<file path="config.mk">
export PLATFORM = sky130hd
export DESIGN_NAME = trng_crngt_flat
export DESIGN_NICKNAME = d
export VERILOG_FILES = /design/src/rtl/trng_crngt_if.sv /design/src/rtl/trng_crngt.sv /design/src/flat_wrapper.sv
export SDC_FILE = /design/constraint.sdc
export NUM_CORES = 1
export LEC_CHECK = 0
export BUFFER_PORTS_ARGS = -buffer_cell sky130_fd_sc_hd__buf_2
export CAP_MARGIN = 20
export CORE_ASPECT_RATIO = 0.75
export CORE_MARGIN = 5
export CORE_UTILIZATION = 54
export DETAILED_ROUTE_END_ITERATION = 7
export PLACE_DENSITY = 0.79
export SLEW_MARGIN = 40
export SYNTH_ARGS = -nofsm -noshare
export SYNTH_HDL_FRONTEND = slang
export SYNTH_SLANG_ARGS = --single-unit
</file>
<file path="constraint.sdc">
create_clock -name rng_clk -period 2.7 [get_ports rng_clk]
set_clock_uncertainty 0.1 [all_clocks]
set_input_delay 0.405 -clock rng_clk [delete_from_list [all_inputs] [get_ports rng_clk]]
set_output_delay 0.405 -clock rng_clk [all_outputs]
set_load 0.005 [all_outputs]
</file>
<file path="src/rtl/trng_crngt_if.sv">
// Collector-to-EHR bundle around the continuous RNG test stage.
// The master side is the collector/control side; the slave side is the CRNGT.
interface trng_crngt_if #(
  parameter int SAMPLE_W  = 16,
  parameter int ERR_CNT_W = 8
);
  logic                 collector_valid;
  logic [SAMPLE_W-1:0]  collector_data;
  logic                 trng_crngt_bypass;
  logic                 rst_trng_logic;
  logic                 accum_enough_bits;
  logic                 crngt_valid;
  logic [SAMPLE_W-1:0]  crngt_data;
  logic                 crngt_err;
  logic                 crngt_err_sticky;
  logic [ERR_CNT_W-1:0] crngt_err_cnt;

  modport master (
    output collector_valid, collector_data, trng_crngt_bypass,
           rst_trng_logic, accum_enough_bits,
    input  crngt_valid, crngt_data, crngt_err, crngt_err_sticky, crngt_err_cnt
  );

  modport slave (
    input  collector_valid, collector_data, trng_crngt_bypass,
           rst_trng_logic, accum_enough_bits,
    output crngt_valid, crngt_data, crngt_err, crngt_err_sticky, crngt_err_cnt
  );
endinterface

</file>
<file path="src/rtl/trng_crngt.sv">
// Continuous RNG test: forwards a sample only if it differs from the previous
// accepted one; a repeat latches FAIL until a soft or hard restart.
module trng_crngt #(
  parameter int SAMPLE_W  = 16,
  parameter int ERR_CNT_W = 8
) (
  input  logic         rng_clk,
  input  logic         rst_n,
  trng_crngt_if.slave  bus
);
  typedef enum logic [1:0] {EMPTY = 2'd0, PRIMED = 2'd1, FAIL = 2'd2} state_t;

  state_t               r_state, w_state_eff, w_state_nxt;
  logic [SAMPLE_W-1:0]  r_prev, r_data;
  logic                 r_valid, r_err, r_sticky, r_byp_q;
  logic [ERR_CNT_W-1:0] r_cnt;
  logic                 w_accept, w_pass, w_fail, w_load;

  always_comb begin
    // Leaving bypass re-primes from scratch, so the first sample is discarded.
    w_state_eff = (r_byp_q && !bus.trng_crngt_bypass && r_state == PRIMED) ? EMPTY : r_state;
    w_accept    = bus.collector_valid && !bus.accum_enough_bits &&
                  !bus.trng_crngt_bypass && (w_state_eff != FAIL);
    w_state_nxt = w_state_eff;
    w_pass      = 1'b0;
    w_fail      = 1'b0;
    w_load      = 1'b0;
    case (w_state_eff)
      EMPTY: if (w_accept) begin
        w_load      = 1'b1;
        w_state_nxt = PRIMED;
      end
      PRIMED: if (w_accept) begin
        if (bus.collector_data != r_prev) begin
          w_pass = 1'b1;
          w_load = 1'b1;
        end else begin
          w_fail      = 1'b1;
          w_state_nxt = FAIL;
        end
      end
      default: w_state_nxt = w_state_eff;
    endcase
    if (bus.rst_trng_logic) begin
      w_state_nxt = EMPTY;
      w_pass      = 1'b0;
      w_fail      = 1'b0;
      w_load      = 1'b0;
    end
  end

  always_ff @(posedge rng_clk) begin
    if (!rst_n) begin
      r_state  <= EMPTY;
      r_prev   <= '0;
      r_data   <= '0;
      r_valid  <= 1'b0;
      r_err    <= 1'b0;
      r_sticky <= 1'b0;
      r_cnt    <= '0;
      r_byp_q  <= 1'b0;
    end else begin
      r_state <= w_state_nxt;
      r_byp_q <= bus.trng_crngt_bypass;
      r_valid <= w_pass;
      r_err   <= w_fail;
      if (w_pass) r_data <= bus.collector_data;
      if (bus.rst_trng_logic) begin
        r_prev   <= '0;
        r_sticky <= 1'b0;
      end else begin
        if (w_load) r_prev <= bus.collector_data;
        if (w_fail) begin
          r_sticky <= 1'b1;
          if (r_cnt != {ERR_CNT_W{1'b1}}) r_cnt <= r_cnt + 1'b1;
        end
      end
    end
  end

  assign bus.crngt_valid      = r_valid;
  assign bus.crngt_data       = r_data;
  assign bus.crngt_err        = r_err;
  assign bus.crngt_err_sticky = r_sticky;
  assign bus.crngt_err_cnt    = r_cnt;
endmodule

</file>
<file path="src/flat_wrapper.sv">
// flat-port wrapper written by rule: the top's interface ports become plain ports
module trng_crngt_flat 
#(
  parameter int SAMPLE_W  = 16,
  parameter int ERR_CNT_W = 8
)
  (rng_clk, rst_n, bus_collector_valid, bus_collector_data, bus_trng_crngt_bypass, bus_rst_trng_logic, bus_accum_enough_bits, bus_crngt_valid, bus_crngt_data, bus_crngt_err, bus_crngt_err_sticky, bus_crngt_err_cnt);
  trng_crngt_if #(.SAMPLE_W(SAMPLE_W), .ERR_CNT_W(ERR_CNT_W)) bus_i ();
  input  logic rng_clk;
  input  logic rst_n;
  input wire logic [$bits(bus_i.collector_valid)-1:0] bus_collector_valid;
  input wire logic [$bits(bus_i.collector_data)-1:0] bus_collector_data;
  input wire logic [$bits(bus_i.trng_crngt_bypass)-1:0] bus_trng_crngt_bypass;
  input wire logic [$bits(bus_i.rst_trng_logic)-1:0] bus_rst_trng_logic;
  input wire logic [$bits(bus_i.accum_enough_bits)-1:0] bus_accum_enough_bits;
  output wire logic [$bits(bus_i.crngt_valid)-1:0] bus_crngt_valid;
  output wire logic [$bits(bus_i.crngt_data)-1:0] bus_crngt_data;
  output wire logic [$bits(bus_i.crngt_err)-1:0] bus_crngt_err;
  output wire logic [$bits(bus_i.crngt_err_sticky)-1:0] bus_crngt_err_sticky;
  output wire logic [$bits(bus_i.crngt_err_cnt)-1:0] bus_crngt_err_cnt;
  assign bus_i.collector_valid = bus_collector_valid;
  assign bus_i.collector_data = bus_collector_data;
  assign bus_i.trng_crngt_bypass = bus_trng_crngt_bypass;
  assign bus_i.rst_trng_logic = bus_rst_trng_logic;
  assign bus_i.accum_enough_bits = bus_accum_enough_bits;
  assign bus_crngt_valid = bus_i.crngt_valid;
  assign bus_crngt_data = bus_i.crngt_data;
  assign bus_crngt_err = bus_i.crngt_err;
  assign bus_crngt_err_sticky = bus_i.crngt_err_sticky;
  assign bus_crngt_err_cnt = bus_i.crngt_err_cnt;
  trng_crngt #(.SAMPLE_W(SAMPLE_W), .ERR_CNT_W(ERR_CNT_W)) u_core (.rng_clk(rng_clk), .rst_n(rst_n), .bus(bus_i));
endmodule
</file>
; Word-level counts from Yosys, hierarchy flattened
; Index checks and enable logic that the tools add are counted.
[op_classes]
n_bitwise = 2
eq_ne = 5
n_reduce_logical = 10
muxes = 16
addsub = 1
[ops]
columns = op, count
row1 = $ne 16x16->1, 1
row2 = $mux 1, 10
row3 = $add 8x1->8 const B, 1
row4 = $mux 2, 4
row5 = $ne 8x8->1 const B, 1
row6 = $logic_and 1x1->1, 5
row7 = $eq 2x1->1 const B, 2
row8 = $pmux 2 s2, 1
row9 = $reduce_and 3->1, 1
row10 = $logic_not 1->1, 2
row11 = $logic_not 2->1, 1
row12 = $ne 2x2->1 const B, 1
row13 = $not 1->1, 2
row14 = $pmux 1 s2, 1
row15 = $reduce_or 2->1, 1
[word_totals]
output_inout_bits = 27
inputBits = 22
wordCells = 42
regBits = 46

; Depth between registers and ports, before layout
; Gate-level depths: netlist (run 1).
[logic_depth]
depth_word = 10
ltp_mapped = 8
mapped_depth_nobuf = 5

; Worst setup path before layout (run 1)
; Ideal clock, no wire load.
[synth_path]
kind = input -> register
start = input port bus_accum_enough_bits
end = register u_core.r_data[10], in the netlist u_core.bus.crngt_data[10]
required_time_ns = 2.528
setup_time_ns = 0.072
arrival_time_ns = 1.832
slack_ns = 0.697
cell_stages = 7
n_path_buf = 2
path_cell_list = or4b_4 > nor2_8 > nand2_1 > nor2b_1 > buf_4 > buf_6 > mux2i_1
[synth_between]
elab_chain_cells = 7
[synth_lines]
columns = element, line
row1 = from (decl), flat_wrapper.sv:15  ; input wire logic [$bits(bus_i.accum_enough_bits)-1:0] bus_accum_enough_bits;
row2 = $logic_not 1->1, trng_crngt.sv:22  ; w_accept = bus.collector_valid && !bus.accum_enough_bits &&
row3 = $logic_and 1x1->1 (2 in series), trng_crngt.sv:22
row4 = $logic_and 1x1->1, trng_crngt.sv:23  ; !bus.trng_crngt_bypass && (w_state_eff != FAIL);
row5 = $mux 1, trng_crngt.sv:33  ; PRIMED: if (w_accept) begin
row6 = $mux 1, trng_crngt.sv:28  ; case (w_state_eff)
row7 = $mux 1, trng_crngt.sv:44  ; if (bus.rst_trng_logic) begin
row8 = to (signal assigned), trng_crngt.sv:67  ; if (w_pass) r_data <= bus.collector_data;
row9 = to (decl), trng_crngt.sv:14  ; logic [SAMPLE_W-1:0] r_prev, r_data;
; Every way passes these cells.
; A chain may end at the register's enable or synchronous reset.

; Final worst setup path (run 1)
[layout_path]
start = register u_core.r_prev[14]
end = register u_core.r_cnt[3], in the netlist u_core.bus.crngt_err_cnt[3]
[layout_between]
elab_chain_cells = 6
[layout_lines]
columns = element, line
row1 = from (decl), trng_crngt.sv:14
row2 = from (signal assigned), trng_crngt.sv:72  ; if (w_load) r_prev <= bus.collector_data;
row3 = $ne 16x16->1, trng_crngt.sv:34  ; if (bus.collector_data != r_prev) begin
row4 = $mux 1, trng_crngt.sv:34
row5 = $mux 1, trng_crngt.sv:33
row6 = $mux 1, trng_crngt.sv:28
row7 = $mux 1, trng_crngt.sv:44
row8 = $reduce_and 3->1 (no source line), n/a
row9 = to (signal assigned), trng_crngt.sv:75  ; if (r_cnt != {ERR_CNT_W{1'b1}}) r_cnt <= r_cnt + 1'b1;
row10 = to (decl), trng_crngt.sv:16  ; logic [ERR_CNT_W-1:0] r_cnt;
; Every way passes these cells.

==> results of run 1 <==
[power by group through the flow]
stage          combinational [uW]  sequential (uW)  clock [uW]
2_1_floorplan                54.4              702           0
3_3_place_gp                 99.9              703           0
3_5_place_dp                  101              703           0
4_1_cts                       102              687         475
5_1_grt                       114              688         503
6_report                      103              687         464
[stage by stage]
stage	total power (uW)	area (sq um)	util [%]
6_report	1250	2780	63.7
5_1_grt	1310	2780	63.7
4_1_cts	1260	2780	63.7
3_5_place_dp	804	2670	61.3
3_3_place_gp	803	2670	61.3
2_1_floorplan	757	2390	-
[cells in the final DEF (no fill, tap or decap), drive strengths merged]
cell    synthesis  final
nor3b           1      1
inv             3      3
nor4            6      6
o21a            3      3
nor4b           1      1
a31oi          14     14
or2             1      1
a21boi          1      1
nand4          16     16
o311a           1      1
mux2i          19     19
clkbuf         15      7
buf             9     56
o21ai           2      2
a21oi           4      4
and2            3      3
nor2            6      6
dfxtp          46     46
o41ai           1      1
o211ai         16     16
or3             1      1
clkinv          0      1
o31a            1      1
nand3          22     22
nand2          37     37
a311o           2      2
or4             4      4
xor2           16     16
ha              1      1
nand2b          2      2
nor2b           1      1
o31ai           4      4
and3           16     16
or4b            1      1
[sequential cells by signal, indices dropped and copies added, names as in the netlist]
register,count
u_core.bus.crngt_data,16
u_core.r_state,2
u_core.r_byp_q,1
u_core.r_prev,16
u_core.bus.crngt_valid,1
u_core.bus.crngt_err,1
u_core.bus.crngt_err_cnt,8
u_core.bus.crngt_err_sticky,1
[layout make-up]
| type | count | area share (%) |
|---|---|---|
| timing repair buffer | 56 | 11.3 |
| inverter | 3 | 0.405 |
| multi-input combinational | 203 | 48.9 |
| clock buffer | 7 | 3.47 |
| clock inverter | 1 | 0.315 |
| sequential | 46 | 33.1 |
| tap | 57 | 2.57 |
[kinds of logic after synthesis]
logic type      synth area share [%]
xor+xnor                        5.86
fa+ha+maj                      0.523
compound gates                  15.2
mux                             7.95
flops                           38.5
simple gates                    26.8
buf+inv                         5.13
[final timing paths]
path | slack [ns] | to | depth (start not counted)
worst max-delay path | 0.44 | u_core.bus.crngt_err_cnt[3] | 6
worst min-delay path | 0.24 | u_core.r_byp_q | 2
worst max register to register | 0.44 | u_core.bus.crngt_err_cnt[3] | 6
worst min register to register | 0.35 | u_core.bus.crngt_data[12] | 2
[routing by layer]
layer / global-route usage, % / up-vias
li1: - / 1098
met1: 29.5 / 1007
met2: 28.8 / 52
met3: 3.90 / 6
met4: 5.06 / 0
met5: 0 / -
==> run metrics, run 1 <==
Clock Tree Root clkbuf_8; Chip Height 67.6 um; hold_buf cts 0; DR iter-0 viols 228; fin crit period 2.26 ns; crit path DAT 2.39 ns; PortBufs 48; Inst Count DP 365; Tcrit/Tclk final 83.5%; NetSw 300 uW; CTS tree yes; Buf+Inv Stages, Crit Path 1; Crit path max-delay family simple AND/OR/NAND/NOR gates; Worst setup SP type flip-flop; clk buf depth 2; WS Path Type flip-flop to flip-flop; routed wl met2 2450 um; pin count of the biggest net entering global routing 41; final setup violation count 0; Async S/R FF share, synth 0%; Reg clk slew, reported paths 0.09 ns; crit-path max cell delay 0.53 ns; Initial Util 54.8%; multi-input logic area 1360 sq um; hold slack 0.245 ns; Fmax 443 MHz; most common cell in the synthesized netlist dfxtp_1; vias in the first global route 1,862; vias 2,163; CP Data Required Time 2.83 ns; sequential area share after synthesis 38.5%; floorplan die width 86.8 um; IR drop worst, VDD 0.246 mV; Synth Warn # 0; share of cells above drive strength 1 22.8%; switching share of power 24.0%; clk_lat worst skew 0.30 ns; Post-synth EDFFs 0; setup slack after layout 0.444 ns; CP endpoint kind flip-flop; drt total wl 5540 um; leading area contributor after synthesis dfxtp_1; leading cell types by count after synthesis dfxtp_1, nand2_1, nand3_1, mux2i_1; Internal 953 uW; max layer used met4; FF+latch count, synth 46; setup TNS 0 ns; H-Tree Depth 2; synth unique cells 40; Vias per Instance 5.80; Pins Over Slew Limit 0; main flop type after synthesis dfxtp_1; pwr/cell area 451 nW/um^2; core area 4360 sq um; Post-Route M1 WL 2670 um; initial antenna violation count 0; postcts setup bufs 0; Syn Std Cell Area 2390 sq um; Comb pwr share 8.2%; max_slew headroom 60.9%; drc violations 0; layout overhead on the synthesized area 16.2%; metal3 WL 364 um; Area contributors post-synth dfxtp_1, mux2i_1, xor2_1; fill cell count 382; drt first pass iters 4; RSZ-0062 raised after global routing false; GPL Wtd Cong 0.761; Placement Setup Slack 0.267 ns; io pins 49; Critical R2R Launch u_core.r_prev[14]; post_cts resized 0; Worst-Margin Slew 0.586 ns; Site Rows 21; layout net count 338; Post-Syn Instances 276; DRT antenna net count 0; Yosys top cell area share 38.5%; CP Cell Sequence xor2_1 -> nor4_1 -> nand4_1 -> buf_4 -> or4_1 -> a21oi_1; HPWL after DPL 3910 um; Num CTS Buffers 5; Leak 0.00114 uW; maxcap violations 0; worst min-delay path category input port to flip-flop; status complete, no violations; Finished Layout Cells 373; slowest cell on the critical path or4_1; Mapped Nets 299; part of the power in registers 54.8%; first-pass GRT wire length 9230 um; final hold violations 0; Avg WL per Cell 14.8 um; diode count 0; Crit Path Max Fanout 36; clock share of power 37.0%; HP Start bus_trng_crngt_bypass; Avg Inst Size Synth 8.66 sq um; GRT overflow 0; total clock sinks 46; Sequential Area 921 sq um; All-Layer GR Usage 19.8%; die area 5870 sq um; crit path from u_core.r_prev[14]
No activity file was read; power rests on OpenSTA's default activity.
==> run 2, diff against run 1 <==
--- a/config.mk
+++ b/config.mk
@@ -5,11 +5,12 @@
 export SDC_FILE = /design/constraint.sdc
 export NUM_CORES = 1
 export LEC_CHECK = 0
+export ABC_AREA = 1
 export BUFFER_PORTS_ARGS = -buffer_cell sky130_fd_sc_hd__buf_2
 export CAP_MARGIN = 20
 export CORE_ASPECT_RATIO = 0.75
 export CORE_MARGIN = 5
-export CORE_UTILIZATION = 54
+export CORE_UTILIZATION = 53
 export DETAILED_ROUTE_END_ITERATION = 7
 export PLACE_DENSITY = 0.79
 export SLEW_MARGIN = 40
==> constraint.sdc (replaced) <==
create_clock -name rng_clk -period 2.17 [get_ports rng_clk]
set_clock_uncertainty 0.1 [all_clocks]
set_input_delay 0.3255 -clock rng_clk [delete_from_list [all_inputs] [get_ports rng_clk]]
set_output_delay 0.3255 -clock rng_clk [all_outputs]
set_load 0.005 [all_outputs]
==> run metrics, run 2 <==
Avg Inst Size Synth 6.65 sq um; Num CTS Buffers 5; Reg clk slew, reported paths 0.08 ns; drt first pass iters 4; Async S/R FF share, synth 0%; initial antenna violation count 0; drt total wl 4700 um; hold path depth 3; CTS tree yes; fin crit period 1.84 ns; Clock Tree Root clkbuf_8; fill cell count 347; postcts setup bufs 0; layout overhead on the synthesized area 18.7%; Site Rows 19; total clock sinks 46; H-Tree Depth 2; IR drop worst, VDD 0.413 mV; crit path DAT 1.92 ns; Crit Path Max Fanout 30; final setup violation count 0; Leak 0.00124 uW; clk buf depth 2; r2r worst-path depth 12; io pins 49; pin count of the biggest net entering global routing 31; Area contributors post-synth dfxtp_1, nand2_1, nor2_1; Worst setup SP type flip-flop; Avg WL per Cell 11.2 um; hold_buf cts 0; Vias per Instance 4.78; floorplan die width 82.7 um; All-Layer GR Usage 19.7%; Worst-Margin Slew 0.354 ns; drc violations 0; Synth Warn # 0; PortBufs 48; setup TNS 0 ns; clk_lat worst skew 0.30 ns; vias 2,008; WS Path Type flip-flop to flip-flop; Fmax 543 MHz; Pins Over Slew Limit 0; commonest non-fill, non-tap cell in the layout nand2_1; share of cells above drive strength 1 18.5%; Syn Std Cell Area 2100 sq um; maxcap violations 0; sequential area share after synthesis 43.8%; RSZ-0062 raised after global routing false; DRT antenna net count 0; FF+latch count, synth 46; Post-synth EDFFs 0; layout net count 390; die area 5340 sq um; post-route core utilization 66.8%; GPL Wtd Cong 0.796; Chip Height 64.5 um; Yosys top cell area share 43.8%; CP Data Required Time 2.25 ns; vias in the first global route 1,905; Tcrit/Tclk final 84.8%; DR iter-0 viols 119; leading cell types by count after synthesis nand2_1, nor2_1, inv_1, dfxtp_1, o21ai_0; synth unique cells 23; status complete, no violations; leading area contributor after synthesis dfxtp_1; core area 3730 sq um; CP endpoint kind flip-flop; pwr/cell area 633 nW/um^2; most common cell in the synthesized netlist nand2_1; diode count 0; Post-Syn Instances 316; first-pass GRT wire length 8290 um; final hold violations 0; Initial Util 56.3%; max_slew headroom 76.3%; post_cts resized 0; main flop type after synthesis dfxtp_1; GRT overflow 0; HPWL after DPL 3380 um; Mapped Nets 339; most frequent cells in the layout nand2_1, nor2_1, inv_1; worst min-delay path category input port to flip-flop
==> run 2: cell count changes after synthesis, moves of 9 or more <==
cell	change
nor2_1	+55
inv_1	+48
nand2_1	+32
o21ai_0	+29
mux2i_1	-19
xor2_1	-16
a21oi_1	+15
and3_1	-15
nand3_1	-15
o211ai_1	-15
a31oi_1	-14
clkbuf_1	-12
nand4_1	-9
==> run 2: per-layer routing <==
metal  part of all wire [%]  vias up  track usage [%]
met4                    2.2        0             7.35
met1                     48      869             26.2
met3                    5.7       10             5.26
li1                       -     1075                -
met2                     44       54             30.7
met5                      0        -                0
==> run 2: stage by stage <==
stage | instances | hold slack, ns | cell area, sq um | setup WS (ns) | power (uW)
2_1_floorplan | 316 | 0.319 | 2100 | 0.591 | 937
3_3_place_gp | 412 | 0.360 | 2390 | 0.309 | 979
3_5_place_dp | 412 | 0.367 | 2390 | 0.251 | 982
4_1_cts | 420 | 0.122 | 2490 | 0.336 | 1590
5_1_grt | 420 | 0.132 | 2490 | 0.0626 | 1650
6_report | 420 | 0.123 | 2490 | 0.330 | 1580
==> run 2: final timing paths <==
check                                end                   startpoint  slack (ns)
max             u_core.bus.crngt_data[8]             u_core.r_prev[5]        0.33
min                       u_core.r_byp_q        bus_trng_crngt_bypass        0.12
max reg2reg     u_core.bus.crngt_data[8]             u_core.r_prev[5]        0.33
min reg2reg  u_core.bus.crngt_err_sticky  u_core.bus.crngt_err_sticky        0.39
==> run 2: report_power, final <==
group	total (uW)	leakage, uW	switching (uW)	internal [uW]
logic	110	0.000816	67.7	42.2
clock network	617	0.0000524	272	345
registers	853	0.000371	3.53	849
total	1580	0.00124	344	1240
==> run 2: critical path: stages, from the launching register on <==
cell,delay [ns]
dfxtp_1,0.36
inv_1,0.05
nand2_1,0.05
nand2_1,0.05
nor2_1,0.11
nand2_1,0.09
nor2_2,0.14
nand2_2,0.12
nand2_1,0.12
inv_1,0.06
buf_4,0.21
o21ai_0,0.21
a21oi_1,0.06
==> run 2: kinds of logic after synthesis <==
| kind of cell | after synthesis | share of synthesized area (%) |
|---|---|---|
| AND/OR/NAND/NOR | 153 | 30.6 |
| AO/OA/AOI/OAI | 54 | 13.0 |
| flip-flops | 46 | 43.8 |
| buffers and inverters | 62 | 12.0 |
| adder cells (fa/ha/maj) | 1 | 0.595 |
==> run 2: final cells by class <==
cell class / instances / area, sq um / share of cell area (%)
Timing Repair Buffer: 52 / 270 / 10.8
Sequential cell: 46 / 921 / 36.9
Clock inverter: 1 / 30.0 / 1.20
Multi-Input combinational cell: 208 / 928 / 37.2
Clock buffer: 7 / 76.3 / 3.06
Tap cell: 52 / 65.1 / 2.61
Inverter: 54 / 203 / 8.13
==> run 3, diff against run 2 <==
--- a/config.mk
+++ b/config.mk
@@ -10,9 +10,9 @@
 export CAP_MARGIN = 20
 export CORE_ASPECT_RATIO = 0.75
 export CORE_MARGIN = 5
-export CORE_UTILIZATION = 53
+export CORE_UTILIZATION = 48
 export DETAILED_ROUTE_END_ITERATION = 7
-export PLACE_DENSITY = 0.79
+export PLACE_DENSITY = 0.75
 export SLEW_MARGIN = 40
 export SYNTH_ARGS = -nofsm -noshare
 export SYNTH_HDL_FRONTEND = slang
==> constraint.sdc (replaced) <==
create_clock -name rng_clk -period 1.5 [get_ports rng_clk]
set_clock_uncertainty 0.1 [all_clocks]
set_input_delay 0.225 -clock rng_clk [delete_from_list [all_inputs] [get_ports rng_clk]]
set_output_delay 0.225 -clock rng_clk [all_outputs]
set_load 0.005 [all_outputs]
==> run metrics, run 3 (same netlist as run 2, synthesis figures left out) <==
status finished with violations; failing checks negative setup slack; post-route cell area 3070 sq um; pin count of the biggest net entering global routing 20; io pins 49; PortBufs 48; drt total wl 5980 um; Worst-Margin Slew 0.294 ns; All-Layer GR Usage 20.2%; maxcap violations 0; layout overhead on the synthesized area 46.3%; max_slew headroom 80.2%; GRT overflow 0; clk_lat worst skew 0.30 ns; vias in the first global route 2,114; HP Start bus_trng_crngt_bypass; CP Cell Sequence inv_1 -> nand2_1 -> nand2_1 -> nor2_1 -> nand2_2 -> nor2_4 -> nand2_4 -> nor2_4 -> inv_2 -> nand2_4 -> inv_4 -> nor2_1 -> nor2_1; worst min-delay path category input port to flip-flop; DRT antenna net count 0; CP Data Required Time 1.59 ns; Leak 0.00148 uW; floorplan die width 86.4 um; GPL Wtd Cong 0.797; setup slack after layout -0.256 ns; Num CTS Buffers 5; vias 2,252; Critical R2R Launch u_core.r_prev[6]; setup TNS -7.32 ns; r2r worst-path depth 13; total clock sinks 46; clk buf depth 2; Reg clk slew, reported paths 0.08 ns; Total Power 2220 uW; slowest cell on the critical path dfxtp_2; Initial Util 50.9%; most frequent cells in the layout nand2_1, nor2_1, buf_2; CTS tree yes; fin crit period 1.76 ns; core area 4130 sq um; diode count 0; CP endpoint kind flip-flop; initial antenna violation count 0; Vias per Instance 4.90; most frequent cell on the critical path nor2_1; crit-path max cell delay 0.33 ns; share of cells above drive strength 1 43.5%; layout net count 429; Post-DP Area 2670 sq um; Tcrit/Tclk final 117%; RSZ-0062 raised after global routing true; hold slack 0.0194 ns; Pins Over Slew Limit 0; final hold violations 0; pwr/cell area 723 nW/um^2; Placement Setup Slack -0.222 ns; IR drop worst, VDD 0.641 mV; Crit Path Max Fanout 15; hold path depth 3; flop2flop setup slack -0.26 ns; Avg WL per Cell 13.0 um; first-pass GRT wire length 9280 um; Chip Height 67.3 um; crit path from u_core.r_prev[6]; HPWL after DPL 3650 um; Worst setup SP type flip-flop; commonest non-fill, non-tap cell in the layout nand2_1; H-Tree Depth 2; final setup violation count 45; DR iter-0 viols 105; drc violations 0; Clock Tree Root clkbuf_8; Site Rows 20; drt first pass iters 4; crit path DAT 1.85 ns; WS Path Type flip-flop to flip-flop; Fmax 570 MHz; die area 5810 sq um
[run 3: cell count changes in the layout (fill, tap and decap cells not counted), sizes merged]
cell and delta:
buf +38, bufinv -1
[run 3: final timing paths]
check | end
max reg2reg | u_core.r_prev[3]
min reg2reg | u_core.bus.crngt_err_sticky
max | u_core.r_prev[3]
min | u_core.r_byp_q
[run 3: critical path, delay by kind of cell, from the launching register on]
family                 cells  cell delay (ns)
DFF                        1             0.33
buffers and inverters      3             0.21
and+or+nand+nor           10             1.01
[run 3: cell type report]
cell class / count / area, sq um
clock buffers: 6 / 82.6
multi-input cells: 208 / 1130
flip-flops and latches: 46 / 943
fillers: 335 / 1060
well taps: 55 / 68.8
repair buffers: 91 / 644
inverters: 54 / 208
[run 3: where the power goes]
part | leakage [uW] | switching [uW] | internal, uW
combinational | 0.00106 | 130 | 106
sequential | 0.000380 | 5.82 | 1230
clock | 0.0000431 | 395 | 356
[run 3: repair_timing]
action / CTS / global route
buffers inserted: 4 / 2
endpoints found under the setup margin: 43 / 45
cloned: 1 / 1
pin swaps: 13 / 27
resized for setup: 57 / 41
hold buffers: 0 / 0
[run 3: per-stage QoR]
step	utilization (%)	cells
final	74.4	460
after global placement	64.6	446
after CTS	70.7	457
after global routing	74.4	460
after floorplan	-	316
after detailed placement	64.6	446
[run 3: routing by layer]
metal  GRT usage (%)  wire, um  part of all wire, %
met3            6.59       510                  8.5
met5               0         0                    0
met1            24.9      2490                   42
met2            34.1      2910                   49
met4            6.03        74                  1.2
